[src/rtl/bram_stream_reader_if.sv]
// Handshake and bus bundle between a BRAM stream reader and its RAM port, controller and sink.
// The slave modport is the reader; the master modport is the environment around it.
interface bram_stream_reader_if #(
   parameter int DATA_WIDTH = 8,
   parameter int ADDR_WIDTH = 10
);
   logic                  start;
   logic [ADDR_WIDTH-1:0] start_addr;
   logic [ADDR_WIDTH:0]   length;
   logic                  abort;
   logic                  busy;
   logic                  done;
   logic [ADDR_WIDTH-1:0] mem_address;
   logic                  mem_wren;
   logic [DATA_WIDTH-1:0] mem_q;
   logic [DATA_WIDTH-1:0] out_data;
   logic                  out_valid;
   logic                  out_ready;

   modport slave (
      input  start, start_addr, length, abort, mem_q, out_ready,
      output busy, done, mem_address, mem_wren, out_data, out_valid
   );

   modport master (
      output start, start_addr, length, abort, mem_q, out_ready,
      input  busy, done, mem_address, mem_wren, out_data, out_valid
   );
endinterface

[src/rtl/bram_stream_reader.sv]
// Sequential BRAM read initiator: fetches length words from start_addr and streams them out.
// One read may be in flight; returning data lands in a 2-entry FIFO that drives the stream.
module bram_stream_reader #(
   parameter int DATA_WIDTH = 8,
   parameter int ADDR_WIDTH = 10
) (
   input logic                 clock,
   input logic                 reset_n,
   bram_stream_reader_if.slave bus
);
   typedef enum logic [1:0] {S_IDLE, S_RUN, S_DONE} state_t;

   state_t                r_state;
   logic                  r_busy;
   logic                  r_done;
   logic [ADDR_WIDTH-1:0] r_addr;
   logic [ADDR_WIDTH:0]   r_issue_left;
   logic [ADDR_WIDTH:0]   r_out_left;
   logic                  r_inflight;
   logic [DATA_WIDTH-1:0] r_buf [2];
   logic                  r_rd_ptr;
   logic                  r_wr_ptr;
   logic [1:0]            r_count;

   logic       w_pop;
   logic       w_push;
   logic [2:0] w_level;
   logic       w_issue;
   logic       w_last;

   // Occupancy counts the in-flight read so a stalled sink can never overflow the FIFO.
   assign w_pop   = (r_count != 2'd0) && bus.out_ready;
   assign w_push  = r_inflight;
   assign w_level = {1'b0, r_count} + {2'b00, r_inflight} - {2'b00, w_pop};
   assign w_issue = (r_state == S_RUN) && (r_issue_left != '0) && (w_level < 3'd2);
   assign w_last  = w_pop && (r_out_left == (ADDR_WIDTH+1)'(1));

   always_ff @(posedge clock or negedge reset_n) begin
      if (!reset_n) begin
         r_state      <= S_IDLE;
         r_busy       <= 1'b0;
         r_done       <= 1'b0;
         r_addr       <= '0;
         r_issue_left <= '0;
         r_out_left   <= '0;
         r_inflight   <= 1'b0;
         r_buf[0]     <= '0;
         r_buf[1]     <= '0;
         r_rd_ptr     <= 1'b0;
         r_wr_ptr     <= 1'b0;
         r_count      <= 2'd0;
      end else begin
         case (r_state)
            S_IDLE: begin
               if (bus.start) begin
                  r_busy <= 1'b1;
                  if (bus.length == '0) begin
                     r_state <= S_DONE;
                     r_done  <= 1'b1;
                  end else begin
                     r_state      <= S_RUN;
                     r_addr       <= bus.start_addr;
                     r_issue_left <= bus.length;
                     r_out_left   <= bus.length;
                  end
               end
            end
            S_RUN: begin
               if (bus.abort) begin
                  r_state    <= S_IDLE;
                  r_busy     <= 1'b0;
                  r_inflight <= 1'b0;
                  r_rd_ptr   <= 1'b0;
                  r_wr_ptr   <= 1'b0;
                  r_count    <= 2'd0;
               end else begin
                  r_inflight <= w_issue;
                  if (w_issue) begin
                     r_addr       <= r_addr + 1'b1;
                     r_issue_left <= r_issue_left - 1'b1;
                  end
                  if (w_push) begin
                     r_buf[r_wr_ptr] <= bus.mem_q;
                     r_wr_ptr        <= ~r_wr_ptr;
                  end
                  if (w_pop) begin
                     r_rd_ptr   <= ~r_rd_ptr;
                     r_out_left <= r_out_left - 1'b1;
                  end
                  r_count <= r_count + {1'b0, w_push} - {1'b0, w_pop};
                  if (w_last) begin
                     r_state <= S_DONE;
                     r_done  <= 1'b1;
                  end
               end
            end
            S_DONE: begin
               r_state    <= S_IDLE;
               r_busy     <= 1'b0;
               r_done     <= 1'b0;
               r_inflight <= 1'b0;
            end
            default: begin
               r_state <= S_IDLE;
               r_busy  <= 1'b0;
               r_done  <= 1'b0;
            end
         endcase
      end
   end

   always @(posedge clock) begin
      if (reset_n && r_state == S_RUN && !bus.abort)
         assert (!(w_push && !w_pop && r_count == 2'd2));
   end

   assign bus.busy        = r_busy;
   assign bus.done        = r_done;
   assign bus.mem_address = r_addr;
   assign bus.mem_wren    = 1'b0;
   assign bus.out_data    = r_buf[r_rd_ptr];
   assign bus.out_valid   = (r_count != 2'd0);
endmodule

[src/flat_wrapper.sv]
// flat-port wrapper written by rule: the top's interface ports become plain ports
module bram_stream_reader_flat 
#(
   parameter int DATA_WIDTH = 8,
   parameter int ADDR_WIDTH = 10
)
  (clock, reset_n, bus_start, bus_start_addr, bus_length, bus_abort, bus_mem_q, bus_out_ready, bus_busy, bus_done, bus_mem_address, bus_mem_wren, bus_out_data, bus_out_valid);
  bram_stream_reader_if #(.DATA_WIDTH(DATA_WIDTH), .ADDR_WIDTH(ADDR_WIDTH)) bus_i ();
  input logic clock;
  input logic reset_n;
  input wire logic [$bits(bus_i.start)-1:0] bus_start;
  input wire logic [$bits(bus_i.start_addr)-1:0] bus_start_addr;
  input wire logic [$bits(bus_i.length)-1:0] bus_length;
  input wire logic [$bits(bus_i.abort)-1:0] bus_abort;
  input wire logic [$bits(bus_i.mem_q)-1:0] bus_mem_q;
  input wire logic [$bits(bus_i.out_ready)-1:0] bus_out_ready;
  output wire logic [$bits(bus_i.busy)-1:0] bus_busy;
  output wire logic [$bits(bus_i.done)-1:0] bus_done;
  output wire logic [$bits(bus_i.mem_address)-1:0] bus_mem_address;
  output wire logic [$bits(bus_i.mem_wren)-1:0] bus_mem_wren;
  output wire logic [$bits(bus_i.out_data)-1:0] bus_out_data;
  output wire logic [$bits(bus_i.out_valid)-1:0] bus_out_valid;
  assign bus_i.start = bus_start;
  assign bus_i.start_addr = bus_start_addr;
  assign bus_i.length = bus_length;
  assign bus_i.abort = bus_abort;
  assign bus_i.mem_q = bus_mem_q;
  assign bus_i.out_ready = bus_out_ready;
  assign bus_busy = bus_i.busy;
  assign bus_done = bus_i.done;
  assign bus_mem_address = bus_i.mem_address;
  assign bus_mem_wren = bus_i.mem_wren;
  assign bus_out_data = bus_i.out_data;
  assign bus_out_valid = bus_i.out_valid;
  bram_stream_reader #(.DATA_WIDTH(DATA_WIDTH), .ADDR_WIDTH(ADDR_WIDTH)) u_core (.clock(clock), .reset_n(reset_n), .bus(bus_i));
endmodule
[config.mk]
export PLATFORM = sky130hd
export DESIGN_NAME = bram_stream_reader_flat
export DESIGN_NICKNAME = d
export VERILOG_FILES = /design/src/rtl/bram_stream_reader_if.sv /design/src/rtl/bram_stream_reader.sv /design/src/flat_wrapper.sv
export SDC_FILE = /design/constraint.sdc
export NUM_CORES = 1
export LEC_CHECK = 0
export BUFFER_PORTS_ARGS = -buffer_cell sky130_fd_sc_hd__buf_2
export CAP_MARGIN = 10
export CELL_PAD_IN_SITES_DETAIL_PLACEMENT = 1
export CELL_PAD_IN_SITES_GLOBAL_PLACEMENT = 1
export CORE_MARGIN = 8
export CORE_UTILIZATION = 45
export CTS_BUF_LIST = sky130_fd_sc_hd__clkbuf_4 sky130_fd_sc_hd__clkbuf_8
export CTS_CLUSTER_DIAMETER = 40
export CTS_CLUSTER_SIZE = 10
export DETAILED_ROUTE_END_ITERATION = 12
export PLACE_DENSITY_LB_ADDON = 0.1
export SLEW_MARGIN = 0
export SYNTH_ARGS = -nofsm -noshare
export SYNTH_HDL_FRONTEND = slang
export SYNTH_SLANG_ARGS = --single-unit
[constraint.sdc]
create_clock -name clock -period 4 [get_ports clock]
set_input_delay 0.8 -clock clock [delete_from_list [all_inputs] [get_ports clock]]
set_output_delay 0.8 -clock clock [all_outputs]
set_load 0.02 [all_outputs]
==> summary.md, run 1 <==
| Metric | Value |
|---|---|
| Worst path slowest cell | or2_1 |
| CTS Buf Count | 9 |
| Status | finished clean |
| Routed WL | 10300 microns |
| Antenna cells | 0 |
| # resized after CTS | 0 |
| Critical Path Sink Type | flip-flop |
| Switching Share | a little under half |
| Post-route ant nets | 0 |
| Clk buf depth | 2 |
| Clk pin slew, worst setup/hold paths | 0.07 ns |
| CP dominant cell by count | inv_1 |
| Die Span Y | just over 100 microns |
| CP required | 4.21 ns |
| Tot GR Track Use | a little over a fifth |
| Sequential-to-total area share from yosys stat | a little over two fifths |
| Detailed Place HPWL | about 7400 microns |
| GPL Wtd Cong | 0.821 |
| DRC viols | 0 |
| Dpl cells | about 500 |
| Port-buffer cells | 54 |
| Hold Crit Class | in2async |
| Max Slew Vio Count | 0 |
| Startpoint Class | flip-flop |
| Pwr dens | ~840 nW/um^2 |
| Initial drt markers | 150 |
| Actual slew at the worst max-slew pin | approximately 0.89 ns |
| Core ar. | about 7600 sq um |
| Syn nets | about 410 |
| Comb power frac | about half |
| Die area | roughly 11000 sq um |
| Syn avg cell area | 9.43 sq um |
| Fin crit share | a little under 90% |
| Flops & latches, synth | 57 |
| Setup TNS Final | 0 ns |
| Worst rel slew slack | between 40% and 50% |
| Unique masters post-synth | 59 |
| Post-CTS Hold Buffers | 0 |
| Peak VDD IR | approximately 340 uV |
| Syn Inst Count | between 300 and 400 |
| Int Pwr | 1.76 mW |
| Crit path arrival time | 3.70 ns |
| Leak | about 1.8 nW |
| Part of the power in the clock network | 16.4% |
| H-tree levels | 3 |
| Synthesized cell area | roughly 3400 sq um |
| First-pass GRT wire length | about 17000 microns |
| Final std cells w/o fill | 519 |
| Initial Util | between 40% and 50% |
| Vias post-DR | around 3100 |
| Worst-path cell chain | or2_2 > nand2_1 > inv_1 > ha_1 > inv_1 > ha_1 > inv_1 > fa_1 > xnor2_1 > nand3_1 > or2_1 > nor2_1 > a211oi_1 |
| EDFF count, synth | 0 |
| Total grt overflow | 0 |
| Vias in the first global route | about 3300 |
| Chip Width | a little over 100 microns |
| Delay of the slowest critical-path stage | a little over 0.5 ns |
| FMAX | ~290 MHz |
| Routed WL per cell | between 15 and 20 microns |
| Clk_lat worst skew | about 0.34 ns |
| Final min period | around 3.5 ns |
| Pin count of the biggest net entering global routing | 34 |
| Crit Path Class | reg2reg |
| FP Rows | 32 |
| Num ports | 56 |
| Async SR Flop Fraction | between 90% and 100% |
| Fin nets | roughly 460 |
| Main synth FF type | dfrtp_1 |
| Power share of the sequential group | 34.0% |
| Initial antenna violation count | 0 |
| Yosys Warn Count | 0 |
| Hold_ws | 0.479 ns |
| Max Clock Skew | 0.00975 ns |
| Vias per cell | 6.02 |
| Synthesis-to-finish area growth | 15.6% |
| Clk Tree Root Cell | clkbuf_8 |
| CTS tree | built |
| Number of max-cap violations | 0 |
| RSZ-0062 raised after global routing | false |
| Final setup viols | 0 |
| Clock sinks | 57 |
| Fraction of layout instances using a drive strength above 1 | ~26% |
| Final Hold Fails | 0 |
| Post-CTS Setup Bufs | 0 |
| Psw | about 1.6 mW |
| Total power | between 3 and 4 mW |
| First drt pass iteration count | 4 |
| Crit path max fanout | 14 |
sequential cells by signal (all words and copies together), names as in the netlist:
name / cells
u_core.bus.mem_address: 10
u_core.bus.busy: 1
u_core.r_count: 2
u_core.r_state: 2
u_core.r_wr_ptr: 1
u_core.bus.done: 1
u_core.r_inflight: 1
u_core.r_issue_left: 11
u_core.r_out_left: 11
u_core.r_rd_ptr: 1
u_core.r_buf: 16
synth_stat cells (3+ instances only):
master      n  area, sq um
nand3_1    19         95.1
nor3_1     16         80.1
inv_1      15         56.3
and4_1      6         52.6
and2_1      3         18.8
mux2_2     24          270
o21ai_0    13         65.1
ha_1       10          125
o22ai_1     9         56.3
nand4_1     5         31.3
nand2b_1    7         43.8
or3_1       5         31.3
nand2_1    21         78.8
and3_1      4         25.0
nor4_1     13         81.3
o31ai_1     3         22.5
clkbuf_1    8         30.0
a31oi_1     6         37.5
buf_2       7         35.0
dfrtp_1    57         1430
o2bb2ai_1   3         26.3
nand4b_1    6         52.6
buf_4       4         30.0
a211oi_1    7         52.6
nor2_1     26         97.6
a21oi_1    17         85.1
o32ai_1     4         35.0
critical path: cells and delay by family (launching register included):
| family | cells | cell delay, ns |
|---|---|---|
| AOI/OAI and AO/OA | 1 | 0.13 |
| and+or+nand+nor | 5 | 1.65 |
| DFF | 1 | 0.44 |
| xor gates and xnor gates | 1 | 0.19 |
| adders and majority gates | 3 | 0.78 |
| buffers and inverters | 3 | 0.16 |
kinds of logic after synthesis:
kind of cell	Yosys count	share of synthesized area (%)
multiplexers	25	8.18
other	1	0.110
buffers and inverters	36	4.64
AO/OA/AOI/OAI	85	16.8
AND/OR/NAND/NOR	147	24.1
flip-flops	57	41.7
adder cells (fa/ha/maj)	11	4.24
XOR/XNOR	1	0.256
cells in the final DEF, fill, tap and decap left out, drive strengths merged, types with 4 or more instances in the layout:
| cell | synthesis | routed |
|---|---|---|
| buf | 13 | 60 |
| dfrtp | 57 | 57 |
| nor2 | 26 | 26 |
| mux2 | 24 | 24 |
| nand2 | 21 | 21 |
| nand3 | 19 | 19 |
| nor3 | 18 | 18 |
| a21oi | 17 | 17 |
| inv | 15 | 15 |
| o21ai | 15 | 15 |
| nor4 | 14 | 14 |
| ha | 10 | 10 |
| clkbuf | 8 | 10 |
| o22ai | 9 | 9 |
| nand2b | 7 | 7 |
| a211oi | 7 | 7 |
| nand4b | 6 | 6 |
| a31oi | 6 | 6 |
| and4 | 6 | 6 |
| or3 | 5 | 5 |
| nand4 | 5 | 5 |
| and3 | 4 | 4 |
| o32ai | 4 | 4 |
metrics by stage:
| step | setup WS, ns | area, sq um | util [%] |
|---|---|---|---|
| 6_report | 0.512 | 3960 | 52.3 |
| 5_1_grt | 0.257 | 3960 | 52.3 |
| 4_1_cts | 0.508 | 3960 | 52.3 |
| 3_5_place_dp | 0.397 | 3760 | 49.8 |
| 3_3_place_gp | 0.506 | 3760 | 49.8 |
| 2_1_floorplan | 0.758 | 3420 | - |
path summary, 6_finish.rpt:
check                                               from                                     to  slack, ns  cells past startpoint
max reg2reg                u_core.r_count[1]$_DFFE_PN0P_  u_core.bus.mem_address[0]$_DFFE_PN0P_       0.51                     13
min in group clock           u_core.bus.done$_DFFE_PN0P_            u_core.bus.done$_DFFE_PN0P_       0.50                      2
max in group asynchronous                        reset_n       u_core.r_out_left[9]$_DFFE_PN0P_       2.65                      2
min                                              reset_n  u_core.bus.mem_address[7]$_DFFE_PN0P_       0.48                      1
max                        u_core.r_count[1]$_DFFE_PN0P_  u_core.bus.mem_address[0]$_DFFE_PN0P_       0.51                     13
min reg2reg                  u_core.bus.done$_DFFE_PN0P_            u_core.bus.done$_DFFE_PN0P_       0.50                      2
per-layer routing:
metal	wire [microns]	vias to the layer above	track usage (%)
met3	535	18	4.82
li1	-	1472	-
met1	4530	1549	25.5
met5	0	-	0
met4	162	0	7.01
met2	5040	85	35.4
layout make-up:
class	instances	area, sq um
repair buffers	60	315
clock inverters	5	56.3
fillers	874	3610
clock buffers	10	138
multi-input cells	270	1840
inverters	15	56.3
flip-flops and latches	57	1430
well taps	102	128
power by group through the flow:
stage | combinational [mW] | clock, mW | sequential [mW]
after floorplan | 1.16 | 0 | 1.11
after global placement | 1.59 | 0 | 1.11
after detailed placement | 1.64 | 0 | 1.12
after CTS | 1.65 | 0.560 | 1.12
after global routing | 1.84 | 0.579 | 1.17
final | 1.65 | 0.543 | 1.13
Note: power is estimated with default switching activity, not from simulation.
==> run 2, diff against run 1 <==
PLACE_DENSITY = 0.81   (was not set)
PLACE_DENSITY_LB_ADDON = not set   (was 0.1)
==> summary.md, run 2 (synthesized netlist as in run 1, its figures left out) <==
| Metric | Value |
|---|---|
| Max Slew Vio Count | 0 (unchanged) |
| Startpoint Class | flip-flop |
| Final setup viols | 0 (unchanged) |
| H-tree levels | 3 (unchanged) |
| Largest regs | u_core.r_buf x16, u_core.r_issue_left x11, u_core.r_out_left x11 |
| Synthesis-to-finish area growth | 16.1% |
| Vias per cell | 6.06 (+0.67%) |
| Worst rel slew slack | 34.3% (-6.7 points) |
| Max reg flops | 16 (unchanged) |
| Max Clock Skew | 0.0115 ns (+0.00177 ns) |
| Actual slew at the worst max-slew pin | 0.985 ns (+0.100 ns) |
| CP dominant cell by count | inv_1 |
| Post-route ant nets | 0 (unchanged) |
| Die area | 10700 sq um (unchanged) |
| Pwr dens | 842 nW/um^2 (+0.51%) |
| Post-CTS Setup Bufs | 0 (unchanged) |
| Crit path buf inv count | 3 (unchanged) |
| Initial antenna violation count | 0 (unchanged) |
| Chip Width | 103 microns (unchanged) |
| Crit path arrival time | 3.93 ns (+0.23 ns) |
| Vias post-DR | 3157 (+1.1%) |
| Delay of the slowest critical-path stage | 0.51 ns (about the same) |
| Total grt overflow | 0 (unchanged) |
| Number of max-cap violations | 0 (unchanged) |
| Final Hold Fails | 0 (unchanged) |
| Pin count of the biggest net entering global routing | 43 (+26%) |
| Fin crit share | 91.3% (+4.1 points) |
| Initial Util | 45.3% (unchanged) |
| Leak | 1.76 nW (+0.31%) |
| Worst-path cell chain | or2_2 > nand2_1 > inv_1 > ha_1 > inv_1 > ha_1 > inv_1 > fa_1 > xnor2_1 > nand3_1 > or2_1 > nor2_1 > a221o_1 |
| Routed WL | 10400 microns (+1.2%) |
| Fin nets | 459 (+0.22%) |
| FMAX | 274 MHz (-4.5%) |
| Final std cells w/o fill | 521 (+0.39%) |
| CTS tree | built |
| Num ports | 56 (unchanged) |
| RSZ-0062 raised after global routing | false |
| Die Span Y | 103 microns (unchanged) |
| Hold Crit Class | reg2reg |
| Critical Path Sink Type | flip-flop |
| GPL Wtd Cong | 0.844 (+2.8%) |
| Core ar. | 7570 sq um (unchanged) |
| Worst path slowest cell | or2_1 |
| Crit path max-delay family | simple AND/OR/NAND/NOR gates |
| Dpl cells | 505 (+0.20%) |
| Clk buf depth | 2 (unchanged) |
| Routed WL per cell | 19.9 microns (+0.77%) |
| # resized after CTS | 0 (unchanged) |
| Commonest cells after routing, fill and taps aside | dfrtp_1 (57), buf_2 (54), nor2_1 (26), mux2_2 (24), nand2_1 (21) |
| Tot GR Track Use | 21.0% (+0.096 points) |
| Clk_lat worst skew | 0.35 ns (about the same) |
| Detailed Place HPWL | 7480 microns (+1.2%) |
| Port-buffer cells | 54 (unchanged) |
| First drt pass iteration count | 4 (unchanged) |
| Clk Tree Root Cell | clkbuf_8 |
| Final min period | 3.65 ns (+0.165 ns) |
| Crit Path Class | reg2reg |
| Leading cell type in the layout, fill and taps excluded | dfrtp_1 |
| Vias in the first global route | 3386 (+2.0%) |
| Status | finished clean |
| CP required | 4.28 ns (+0.07 ns) |
| First-pass GRT wire length | 17200 microns (+1.3%) |
| Crit path max fanout | 14 (unchanged) |
| Fraction of layout instances using a drive strength above 1 | 26.0% (+0.35 points) |
| Top reg by flops | u_core.r_buf |
| Initial drt markers | 149 (-0.67%) |
| Post-CTS Hold Buffers | 0 (unchanged) |
| Antenna cells | 0 (unchanged) |
| Setup TNS Final | 0 ns (unchanged) |
| DRC viols | 0 (unchanged) |
| Clk pin slew, worst setup/hold paths | 0.07 ns (about the same) |
| CTS Buf Count | 9 (unchanged) |
| Peak VDD IR | 320 uV (-6.3%) |
| FP Rows | 32 (unchanged) |
| Clock sinks | 57 (unchanged) |
## run 2: cell types whose count changed in the layout (fill, tap and decap cells not counted)
cell,change
buf_4,+1
clkinv_2,-1
clkinv_4,+1
clkinvlp_4,+1
## run 2: area by class of cell
| type | count | area (sq um) |
|---|---|---|
| Timing Repair Buffer | 61 | 323 |
| Clock inverter | 6 | 67.6 |
| Fill cell | 884 | 3590 |
| Tap cell | 102 | 128 |
| Sequential cell | 57 | 1430 |
| Clock buffer | 10 | 138 |
| Multi-Input combinational cell | 270 | 1840 |
| Inverter | 15 | 56.3 |
## run 2: report_power, final
group	total (mW)	internal, mW	leakage (nW)	switching (mW)
Clock	0.568	0.305	0.0985	0.263
Combinational	1.66	0.630	0.957	1.03
Sequential	1.12	0.837	0.704	0.284
## run 2: per-stage QoR
step	area, sq um	setup slack (ns)	total power [mW]	utilization [%]	hold WS [ns]
4_1_cts	3980	0.356	3.35	52.6	0.499
3_3_place_gp	3770	0.461	2.69	49.9	0.480
6_report	3980	0.348	3.35	52.6	0.500
3_5_place_dp	3770	0.278	2.77	49.9	0.483
2_1_floorplan	3420	0.758	2.27	-	0.457
5_1_grt	3980	0.109	3.59	52.6	0.513
## run 2: worst paths after layout
check,start,to,depth (start not counted),slack (ns)
min in group asynchronous,reset_n,u_core.bus.mem_address[4]$_DFFE_PN0P_,1,0.60
worst min-delay path,u_core.r_issue_left[8]$_DFFE_PN0P_,u_core.r_issue_left[8]$_DFFE_PN0P_,1,0.50
worst min register to register,u_core.r_issue_left[8]$_DFFE_PN0P_,u_core.r_issue_left[8]$_DFFE_PN0P_,1,0.50
worst max register to register,u_core.r_count[1]$_DFFE_PN0P_,u_core.r_issue_left[4]$_DFFE_PN0P_,13,0.35
worst max-delay path,u_core.r_count[1]$_DFFE_PN0P_,u_core.r_issue_left[4]$_DFFE_PN0P_,13,0.35
max in group asynchronous,reset_n,u_core.r_issue_left[7]$_DFFE_PN0P_,2,2.59
## run 2: layer usage
layer / wire length, microns / GRT usage [%] / part of all wire, %
met1: 4700 / 26.4 / 45
met2: 5000 / 34.5 / 48
met3: 546 / 4.75 / 5.3
met4: 137 / 7.56 / 1.3
met5: 0 / 0 / 0
==> run 3, diff against run 2 <==
CORE_MARGIN = not set   (was 8)
==> summary.md, run 3 (synthesized netlist as in run 1, its figures left out) <==
| Metric | Value |
|---|---|
| RSZ-0062 raised after global routing | false |
| Crit Path Class | reg2reg |
| Setup TNS Final | 0 ns (unchanged) |
| Vias post-DR | 3220 (+2.0%) |
| Fin crit share | 90.5% (-0.78 points) |
| Final min period | 3.62 ns (-0.0312 ns) |
| Reg-to-reg endpoint | u_core.bus.mem_address[5]$_DFFE_PN0P_ |
| Vias in the first global route | 3461 (+2.2%) |
| FMAX | 276 MHz (+0.86%) |
| Metal-1 WL | 4460 microns (-5.1%) |
| Top reg by flops | u_core.r_buf |
| Hold Crit Start | u_core.r_buf[2]$_DFFE_PN0P_ |
| Met3 wire len | 494 microns (-9.5%) |
| Clk buf depth | 2 (unchanged) |
| Max reg flops | 16 (unchanged) |
| First drt pass iteration count | 4 (unchanged) |
| FP Rows | 31 (-3.1%) |
| H-tree levels | 3 (unchanged) |
| WL met2 | 4950 microns (-1.0%) |
| Initial drt markers | 141 (-5.4%) |
| Port-buffer cells | 54 (unchanged) |
| Clk Tree Root Cell | clkbuf_8 |
| Leading cell type in the layout, fill and taps excluded | dfrtp_1 |
| Leak | 1.76 nW (about the same) |
| Final setup viols | 0 (unchanged) |
| Worst rel slew slack | 39.9% (+5.6 points) |
| Core ar. | 7290 sq um (-3.6%) |
| Peak VDD IR | 329 uV (+2.8%) |
| Top Metal Used | met4 |
| CP dominant cell by count | inv_1 |
| Final std cells w/o fill | 518 (-0.58%) |
| Fraction of layout instances using a drive strength above 1 | 26.0% (unchanged) |
| Crit path max fanout | 9 (-5) |
| Initial antenna violation count | 0 (unchanged) |
| Num ports | 56 (unchanged) |
| Vias per cell | 6.22 (+2.6%) |
| Hold Path Cell Cnt | 1 (unchanged) |
| # resized after CTS | 0 (unchanged) |
| CP required | 4.24 ns (-0.04 ns) |
| Worst Hold Endpoint | u_core.r_buf[2]$_DFFE_PN0P_ |
| Die Span Y | 89.2 microns (-14%) |
| Max Clock Skew | 0.00713 ns (-0.00439 ns) |
| Reg2reg start | u_core.r_count[1]$_DFFE_PN0P_ |
| Commonest cells after routing, fill and taps aside | dfrtp_1 (57), buf_2 (54), nor2_1 (26), mux2_2 (24), nand2_1 (21) |
| Die area | 7960 sq um (-25%) |
| Number of max-cap violations | 0 (unchanged) |
| Dpl cells | 502 (-0.59%) |
| Startpoint Class | flip-flop |
| Actual slew at the worst max-slew pin | 0.902 ns (-0.0835 ns) |
| Clk_lat worst skew | 0.35 ns (about the same) |
| CTS tree | built |
| Delay of the slowest critical-path stage | 0.44 ns (-0.07 ns) |
| Initial Util | 47.0% (+1.7 points) |
| Pin count of the biggest net entering global routing | 38 (-12%) |
| DRC viols | 0 (unchanged) |
| Chip Width | 89.2 microns (-14%) |
| Final Hold Fails | 0 (unchanged) |
| Worst-path cell chain | or2_2 > nand2_1 > inv_1 > ha_1 > inv_1 > ha_1 > inv_1 > fa_1 > xnor2_1 > nand3_1 > buf_4 > nor4_1 > nor3_1 > nor4_1 |
| Status | finished clean |
| Routed WL per cell | 19.6 microns (-1.8%) |
| Reg2reg path depth | 14 (+1) |
| Crit path arrival time | 3.86 ns (-0.07 ns) |
| CTS Buf Count | 9 (unchanged) |
| Routed WL | 10100 microns (-2.4%) |
| Hold Crit Class | reg2reg |
| Synthesis-to-finish area growth | 15.9% |
| First-pass GRT wire length | 17000 microns (-1.3%) |
| Fin util | 54.4% (+1.9 points) |
| Largest regs | u_core.r_buf x16, u_core.r_issue_left x11, u_core.r_out_left x11 |
| GPL Wtd Cong | 0.895 (+6.1%) |
| R2R setup slack | 0.38 ns (+0.03 ns) |
| Post-CTS Setup Bufs | 0 (unchanged) |
| Fill count | 874 (-1.1%) |
| Worst path slowest cell | dfrtp_1 |
| Total grt overflow | 0 (unchanged) |
| Tot GR Track Use | 28.7% (+7.8 points) |
| Max Slew Vio Count | 0 (unchanged) |
| Antenna cells | 0 (unchanged) |
| Fin nets | 459 (unchanged) |
| Pwr dens | 847 nW/um^2 (+0.55%) |
| Critical Path Sink Type | flip-flop |
| Clk pin slew, worst setup/hold paths | 0.07 ns (about the same) |
| Post-CTS Hold Buffers | 0 (unchanged) |
| Detailed Place HPWL | 7240 microns (-3.2%) |
| Post-route ant nets | 0 (unchanged) |
| Clock sinks | 57 (unchanged) |
run 3: changes by cell type in the layout (fill, tap and decap cells not counted), sizes merged:
cell and delta:
clkbuf +1, clkinv -1
run 3: critical path: cells and delay by family (launching register included):
family | cells | cell delay [ns]
adders and majority gates | 3 | 0.81
DFF | 1 | 0.44
buffers and inverters | 4 | 0.47
and+or+nand+nor | 6 | 1.57
xor gates and xnor gates | 1 | 0.21
run 3: report_power, final:
group	switching, mW	internal (mW)	leakage [nW]
clock	0.252	0.309	0.0987
sequential	0.288	0.837	0.704
combinational	1.03	0.640	0.957
run 3: how the worst max path moves through the flow:
| stage | start | end | slack (ns) |
|---|---|---|---|
| after floorplan | u_core.r_count[1]$_DFFE_PN0P_ | u_core.bus.mem_address[8]$_DFFE_PN0P_ | 0.76 |
| after global placement | bus_out_ready | u_core.r_issue_left[4]$_DFFE_PN0P_ | 0.55 |
| after global routing | u_core.r_count[1]$_DFFE_PN0P_ | u_core.bus.mem_address[5]$_DFFE_PN0P_ | 0.09 |
| after CTS | u_core.r_count[1]$_DFFE_PN0P_ | u_core.bus.mem_address[5]$_DFFE_PN0P_ | 0.39 |
| final | u_core.r_count[1]$_DFFE_PN0P_ | u_core.bus.mem_address[5]$_DFFE_PN0P_ | 0.38 |
| after detailed placement | bus_out_ready | u_core.bus.mem_address[5]$_DFFE_PN0P_ | 0.31 |
run 3: through the flow:
| stage | cell area [sq um] | hold WS [ns] | setup slack [ns] | total power [mW] |
|---|---|---|---|---|
| after floorplan | 3420 | 0.457 | 0.758 | 2.27 |
| after global placement | 3770 | 0.482 | 0.547 | 2.71 |
| after detailed placement | 3770 | 0.492 | 0.312 | 2.79 |
| after CTS | 3970 | 0.508 | 0.393 | 3.36 |
| after global routing | 3970 | 0.524 | 0.0948 | 3.61 |
| final | 3970 | 0.505 | 0.379 | 3.36 |
run 3: cell type report:
| cell class | count | area, sq um | area share [%] |
|---|---|---|---|
| multi-input combinational | 270 | 1840 | 46.3 |
| sequential | 57 | 1430 | 35.9 |
| timing repair buffer | 61 | 323 | 8.13 |
| clock buffer | 11 | 145 | 3.66 |
| tap | 99 | 124 | 3.12 |
| inverter | 15 | 56.3 | 1.42 |
| clock inverter | 5 | 55.1 | 1.39 |
run 3: metal layers:
metal | up-vias | track usage (%)
met2 | 86 | 48.3
met4 | 0 | 13.3
met1 | 1631 | 35.5
li1 | 1475 | -
met3 | 28 | 6.00
met5 | - | 0
